`src/rtl/user_ram_pkg.sv`:
```
// Shared encodings and defaults for the user RAM arbiter.
package user_ram_pkg;

  typedef enum logic [1:0] {
    IDLE   = 2'd0,
    ACCESS = 2'd1,
    RESP   = 2'd2
  } state_t;

  typedef enum logic {
    GNT_CPU = 1'b0,
    GNT_ACC = 1'b1
  } grant_t;

  localparam int unsigned DEF_WORDS     = 256;
  localparam logic [31:0] DEF_BASE_ADDR = 32'h0300_2000;

endpackage

```
`src/rtl/user_ram_arbiter_rr_arb2.sv`:
```
// Two-input round-robin picker. On a tie the side that did not win last
// time is granted; last_grant only moves when the caller commits a grant.
module rr_arb2
  import user_ram_pkg::*;
(
  input  logic   clk,
  input  logic   reset,
  input  logic   req_cpu,
  input  logic   req_acc,
  input  logic   update_en,
  output logic   gnt_valid,
  output grant_t gnt
);

  grant_t last_grant_q;
  grant_t last_grant_d;

  // Pick a winner and compute the next last_grant.
  always_comb begin
    gnt_valid    = req_cpu | req_acc;
    gnt          = GNT_CPU;
    last_grant_d = last_grant_q;
    if (req_cpu && req_acc) begin
      gnt = (last_grant_q == GNT_ACC) ? GNT_CPU : GNT_ACC;
    end else if (req_acc) begin
      gnt = GNT_ACC;
    end
    if (update_en && gnt_valid) begin
      last_grant_d = gnt;
    end
  end

  // last_grant register; reset favours the CPU on the first tie.
  always_ff @(posedge clk) begin
    if (reset) begin
      last_grant_q <= GNT_ACC;
    end else begin
      last_grant_q <= last_grant_d;
    end
  end

endmodule

```
`src/rtl/user_ram_arbiter.sv`:
```
// Shares the single-port user RAM between the CPU iomem bus and the
// accelerator port. Each access runs IDLE -> ACCESS -> RESP.
// Handshake: a requester holds valid (and its address/data) until it sees
// its one-cycle ready pulse; rdata is meaningful only while ready is high,
// and a request is never re-accepted in the cycle its ready is high.
module user_ram_arbiter
  import user_ram_pkg::*;
#(
  parameter int unsigned WORDS     = DEF_WORDS,
  parameter int unsigned ADDR_BITS = 8,
  parameter logic [31:0] BASE_ADDR = DEF_BASE_ADDR
) (
  input  logic                 clk,
  input  logic                 reset,
  input  logic                 cpu_valid,
  input  logic [3:0]           cpu_wstrb,
  input  logic [31:0]          cpu_addr,
  input  logic [31:0]          cpu_wdata,
  output logic                 cpu_sel,
  output logic                 cpu_ready,
  output logic [31:0]          cpu_rdata,
  input  logic                 acc_valid,
  input  logic                 acc_we,
  input  logic [ADDR_BITS-1:0] acc_addr,
  input  logic [31:0]          acc_wdata,
  output logic                 acc_ready,
  output logic [31:0]          acc_rdata,
  output logic [3:0]           ram_wen,
  output logic [ADDR_BITS-1:0] ram_addr,
  output logic [31:0]          ram_wdata,
  input  logic [31:0]          ram_rdata,
  output logic [1:0]           dbg_state
);

  // 33-bit window bounds so the upper limit cannot overflow.
  localparam logic [32:0] WIN_LO = {1'b0, BASE_ADDR};
  localparam logic [32:0] WIN_HI = WIN_LO + 33'(4 * WORDS);

  state_t                 state_q, state_d;
  grant_t                 grant_q, grant_d;
  logic [3:0]             ram_wen_q, ram_wen_d;
  logic [ADDR_BITS-1:0]   ram_addr_q, ram_addr_d;
  logic [31:0]            ram_wdata_q, ram_wdata_d;
  logic                   cpu_ready_q, cpu_ready_d;
  logic                   acc_ready_q, acc_ready_d;
  logic [31:0]            cpu_rdata_q, cpu_rdata_d;
  logic [31:0]            acc_rdata_q, acc_rdata_d;

  logic [31:0]            cpu_off;
  logic [ADDR_BITS-1:0]   cpu_idx;
  logic                   cpu_req;
  logic                   acc_req;
  logic                   arb_update;
  logic                   arb_valid;
  grant_t                 arb_gnt;

  // Address decode and pending-request qualification.
  always_comb begin
    cpu_sel = cpu_valid && ({1'b0, cpu_addr} >= WIN_LO) && ({1'b0, cpu_addr} < WIN_HI);
    cpu_off = cpu_addr - BASE_ADDR;
    cpu_idx = ADDR_BITS'(cpu_off >> 2);
    cpu_req = cpu_sel && !cpu_ready_q;
    acc_req = acc_valid && !acc_ready_q;
  end

  rr_arb2 u_arb (
    .clk       (clk),
    .reset     (reset),
    .req_cpu   (cpu_req),
    .req_acc   (acc_req),
    .update_en (arb_update),
    .gnt_valid (arb_valid),
    .gnt       (arb_gnt)
  );

  // Next-state and datapath: grant in IDLE, strobe RAM for one cycle, respond.
  always_comb begin
    state_d     = state_q;
    grant_d     = grant_q;
    ram_wen_d   = 4'h0;
    ram_addr_d  = ram_addr_q;
    ram_wdata_d = ram_wdata_q;
    cpu_ready_d = 1'b0;
    acc_ready_d = 1'b0;
    cpu_rdata_d = cpu_rdata_q;
    acc_rdata_d = acc_rdata_q;
    arb_update  = 1'b0;
    case (state_q)
      IDLE: begin
        if (arb_valid) begin
          arb_update = 1'b1;
          grant_d    = arb_gnt;
          state_d    = ACCESS;
          if (arb_gnt == GNT_CPU) begin
            ram_addr_d  = cpu_idx;
            ram_wdata_d = cpu_wdata;
            ram_wen_d   = cpu_wstrb;
          end else begin
            ram_addr_d  = acc_addr;
            ram_wdata_d = acc_wdata;
            ram_wen_d   = {4{acc_we}};
          end
        end
      end
      ACCESS: begin
        state_d = RESP;
      end
      RESP: begin
        if (grant_q == GNT_CPU) begin
          cpu_ready_d = 1'b1;
          cpu_rdata_d = ram_rdata;
        end else begin
          acc_ready_d = 1'b1;
          acc_rdata_d = ram_rdata;
        end
        state_d = IDLE;
      end
      default: begin
        state_d = IDLE;
      end
    endcase
  end

  // State and output registers.
  always_ff @(posedge clk) begin
    if (reset) begin
      state_q     <= IDLE;
      grant_q     <= GNT_CPU;
      ram_wen_q   <= 4'h0;
      ram_addr_q  <= '0;
      ram_wdata_q <= 32'h0;
      cpu_ready_q <= 1'b0;
      acc_ready_q <= 1'b0;
      cpu_rdata_q <= 32'h0;
      acc_rdata_q <= 32'h0;
    end else begin
      state_q     <= state_d;
      grant_q     <= grant_d;
      ram_wen_q   <= ram_wen_d;
      ram_addr_q  <= ram_addr_d;
      ram_wdata_q <= ram_wdata_d;
      cpu_ready_q <= cpu_ready_d;
      acc_ready_q <= acc_ready_d;
      cpu_rdata_q <= cpu_rdata_d;
      acc_rdata_q <= acc_rdata_d;
    end
  end

  assign ram_wen   = ram_wen_q;
  assign ram_addr  = ram_addr_q;
  assign ram_wdata = ram_wdata_q;
  assign cpu_ready = cpu_ready_q;
  assign acc_ready = acc_ready_q;
  assign cpu_rdata = cpu_rdata_q;
  assign acc_rdata = acc_rdata_q;
  assign dbg_state = state_q;

endmodule
```
`config.mk`:
```
export PLATFORM = sky130hd
export DESIGN_NAME = user_ram_arbiter
export DESIGN_NICKNAME = d
export VERILOG_FILES = /design/src/rtl/user_ram_pkg.sv /design/src/rtl/user_ram_arbiter_rr_arb2.sv /design/src/rtl/user_ram_arbiter.sv
export SDC_FILE = /design/constraint.sdc
export NUM_CORES = 1
export LEC_CHECK = 0
export BUFFER_PORTS_ARGS = -buffer_cell sky130_fd_sc_hd__buf_2
export CORE_UTILIZATION = 37
export CTS_CLUSTER_SIZE = 8
export DETAILED_ROUTE_END_ITERATION = 10
export PLACE_DENSITY_LB_ADDON = 0.08
export SLEW_MARGIN = 20
export SYNTH_ARGS = -nofsm -noshare
export SYNTH_HDL_FRONTEND = slang
export SYNTH_SLANG_ARGS = --single-unit
```
`constraint.sdc`:
```
create_clock -name clk -period 1.94 [get_ports clk]
set_input_delay 0 -clock clk [delete_from_list [all_inputs] [get_ports clk]]
set_output_delay 0 -clock clk [all_outputs]
set_load 0.03 [all_outputs]
```
==> impl_metrics.py <==
metrics = {
    "run_status": {
        "outcome": "finished clean",
    },
    "cts": {
        "cts_tree": "built",
        "htreeDepth": 4,
        "cts-buffers-inserted": 17,
        "cts.sinks": 114,
        "cts_root_buffer": "clkbuf_16",
        "clk_path_buf_depth": 2,
        "cts_setup_buffers": 0,
        "clk_latency_ps": 410,
        "clkTransAtPathRegs_ps": 50,
    },
    "sta": {
        "finalCritPeriodShare_pct": 85.99,
        "slew_headroom_pct": 49.83,
        "grt_setup_unrepaired": "no",
        "post-route-min-period_ps": 1668,
        "layout_setup_ws_ps": 271.9,
        "skew_ps": 6.055,
        "finalSetupViolCount": 0,
        "fmax_mhz": 599.5,
        "whs_ps": 64.50,
        "tightest_slew_ps": 752.6,
        "drv_slew": 0,
        "fin_tns_setup_ps": 0,
        "timing.final.hold_violations": 0,
    },
    "setup_path": {
        "critical_path_class": "reg2reg",
        "rr_endpoint": "cpu_rdata[18]",
        "path_buf_inv": 0,
        "cp.arrival_ps": 1950,
        "worst_path_max_delay_cell": "or3b_2",
        "cp_cell_sequence": "or3b_2 -> nand2_1 -> a21oi_1",
        "cp-end-kind": "register",
        "reg2regPathDepth": 3,
        "r2r_setup_slack_ps": 270,
        "critical-path-top-delay-family": "simple AND/OR/NAND/NOR gates",
        "r2r-start": "dbg_state[1]",
        "cp.required_ps": 2220,
        "worst_path_largest_cell_delay_ps": 810,
        "startpoint_type": "register",
        "worstPathMaxFanout": 33,
    },
    "route": {
        "vias_per_cell": 5.202,
        "drc": 0,
        "wl_per_cell_um": 15.70,
        "vias": 5753,
        "first_pass_iters": 4,
        "antenna_left": 0,
        "route.final.wire_length_um": 17370,
        "first_iter_violations": 366,
    },
    "placement": {
        "place_ws_ps": 247.7,
        "dpl.hpwl_um": 10330,
        "portBuffers": 255,
        "dp_cells": 955,
        "gp_congestion": 0.7912,
    },
    "synth": {
        "syn_area_um2": 4971,
        "synth_seq_cells": 114,
        "ys_seq_area_share_pct": 45.91,
        "yosys_warnings": 0,
        "synth_cell_types": 33,
        "syn_area_per_cell_um2": 8.814,
        "synthCells": 564,
        "synth_fp_nets": 709,
    },
    "layout": {
        "mostFrequentLayoutCells": "buf_2, nand2_1, dlygate4sd3_1",
        "layout-drive-gt1-share_pct": 38.05,
        "nFillCells": 1058,
        "final_util_pct": 64.19,
        "finalNetCount": 1065,
        "area_delta_synth_final_pct": 66.27,
        "final_common_cell": "buf_2",
        "stdcell_count": 1106,
    },
    "global_routing": {
        "track_usage_pct": 25.04,
        "grt_pass1_vias": 5852,
        "antenna_found_initial": 1,
        "grt_max_degree": 43,
        "grt_pass1_wl_um": 28200,
        "grt-ovfl-total": 0,
    },
    "die": {
        "die-height_um": 117.9,
        "rows": 41,
        "io_pins": 258,
        "design.die.area_um2": 13900,
        "fp.coreArea_um2": 12880,
        "fp.dieW_um": 117.9,
        "start_util_pct": 38.61,
    },
    "pwr": {
        "p_leak_nw": 3.702,
        "power_density_nw_per_um2": 858.4,
        "ir_worst_vdd_mv": 0.5205,
    },
    "flow_run": {
        "drv_cap": 0,
    },
    "worst_hold_path": {
        "hold_path_depth": 5,
        "min_path_type": "in2reg",
        "worst_hold_path.endpoint": "dbg_state[0]",
        "hp-start": "cpu_addr[22]",
    },
}
[where the power goes]
group	total, mW	internal (mW)	switching [mW]
combinational	1.14	0.517	0.625
clock	3.43	2.31	1.11
sequential	2.53	2.45	0.0766
[cell type report]
| type | instances | area, um^2 | area share, % |
|---|---|---|---|
| Antenna cell | 1 | 2.502 | 0.03028 |
| Multi-Input combinational cell | 355 | 2326 | 28.14 |
| Sequential cell | 114 | 2282 | 27.61 |
| Clock inverter | 13 | 207.7 | 2.513 |
| Timing Repair Buffer | 389 | 2628 | 31.79 |
| Clock buffer | 19 | 442.9 | 5.359 |
| Inverter | 43 | 161.4 | 1.953 |
| Tap cell | 172 | 215.2 | 2.604 |
[cell families after synthesis]
family	after synthesis	synth area share, %
AOI/OAI and AO/OA	192	31.54
and+or+nand+nor	163	14.65
DFF	114	45.91
buffers and inverters	95	7.903
[worst max path at each step]
| stage | startpoint | endpoint | slack, ps | depth (start not counted) |
|---|---|---|---|---|
| global route | dbg_state[1] | cpu_rdata[12] | 150 | 3 |
| floorplan | dbg_state[1] | ram_addr[6] | 310 | 5 |
| detailed placement | cpu_addr[21] | ram_addr[6] | 250 | 6 |
| finish | dbg_state[1] | cpu_rdata[18] | 270 | 3 |
| global placement | cpu_addr[19] | ram_addr[6] | 260 | 6 |
| CTS | dbg_state[1] | cpu_rdata[8] | 250 | 3 |
[Yosys cell counts, drive strengths merged]
cell type  number  area (um^2)
and3b           1        8.760
a21oi          64        320.3
clkinv          1        3.750
o211ai          1        7.510
dfxtp         114         2282
or3             1        6.260
o22ai          40        250.2
o2111ai         1        8.760
a21boi          1        7.510
buf             9        70.06
or4b            1        10.01
o21ai           4        20.02
nor2b           1        6.260
and4bb          1        12.51
nor3b           3        22.52
nor4b           1        15.01
or3b            2        17.52
o221ai         40        350.3
nor4            5        56.31
nand3           1        5.000
a221oi         40        594.3
o32ai           1        8.760
nand3b          1        7.510
or2             1        6.260
clkbuf         43        161.4
nor2            6        22.52
inv            42        157.7
nand4           1        12.51
nand2         136        510.5
nand4b          1        8.760
[worst register-to-register path: cells and delay by family, from the launching register on]
| family | cells | cell delay [ps] |
|---|---|---|
| AO/OA/AOI/OAI | 1 | 80 |
| flip-flops | 1 | 470 |
| AND/OR/NAND/NOR | 2 | 990 |
[layer usage]
metal  global-route usage (%)  wire length [um]  vias up
li1                         -                 -     2781
met1                    28.70              7038     2672
met2                    42.72              8648      250
met3                    6.202              1122       50
met4                    13.38               557        0
met5                        0                 0        -
[state kept, by name, summed over array words and instances, names as in the netlist]
| name | count |
|---|---|
| ram_wdata | 32 |
| ram_addr | 8 |
| grant_q | 1 |
| acc_ready | 1 |
| cpu_ready | 1 |
| ram_wen | 4 |
| u_arb.last_grant_q | 1 |
| dbg_state | 2 |
| cpu_rdata | 32 |
| acc_rdata | 32 |
[per-stage QoR]
| step | power (mW) | area [um^2] |
|---|---|---|
| after global routing | 7.357 | 8265 |
| after floorplan | 3.143 | 4971 |
| after CTS | 7.136 | 8263 |
| after detailed placement | 3.518 | 6431 |
| after global placement | 3.491 | 6431 |
| final | 7.095 | 8265 |
[what timing repair did]
item,4_1_cts,5_1_grt
hold buffers,118,0
endpoints found under the hold margin,108,0
gates resized for setup,0,0
No activity file was read; power rests on OpenSTA's default activity.
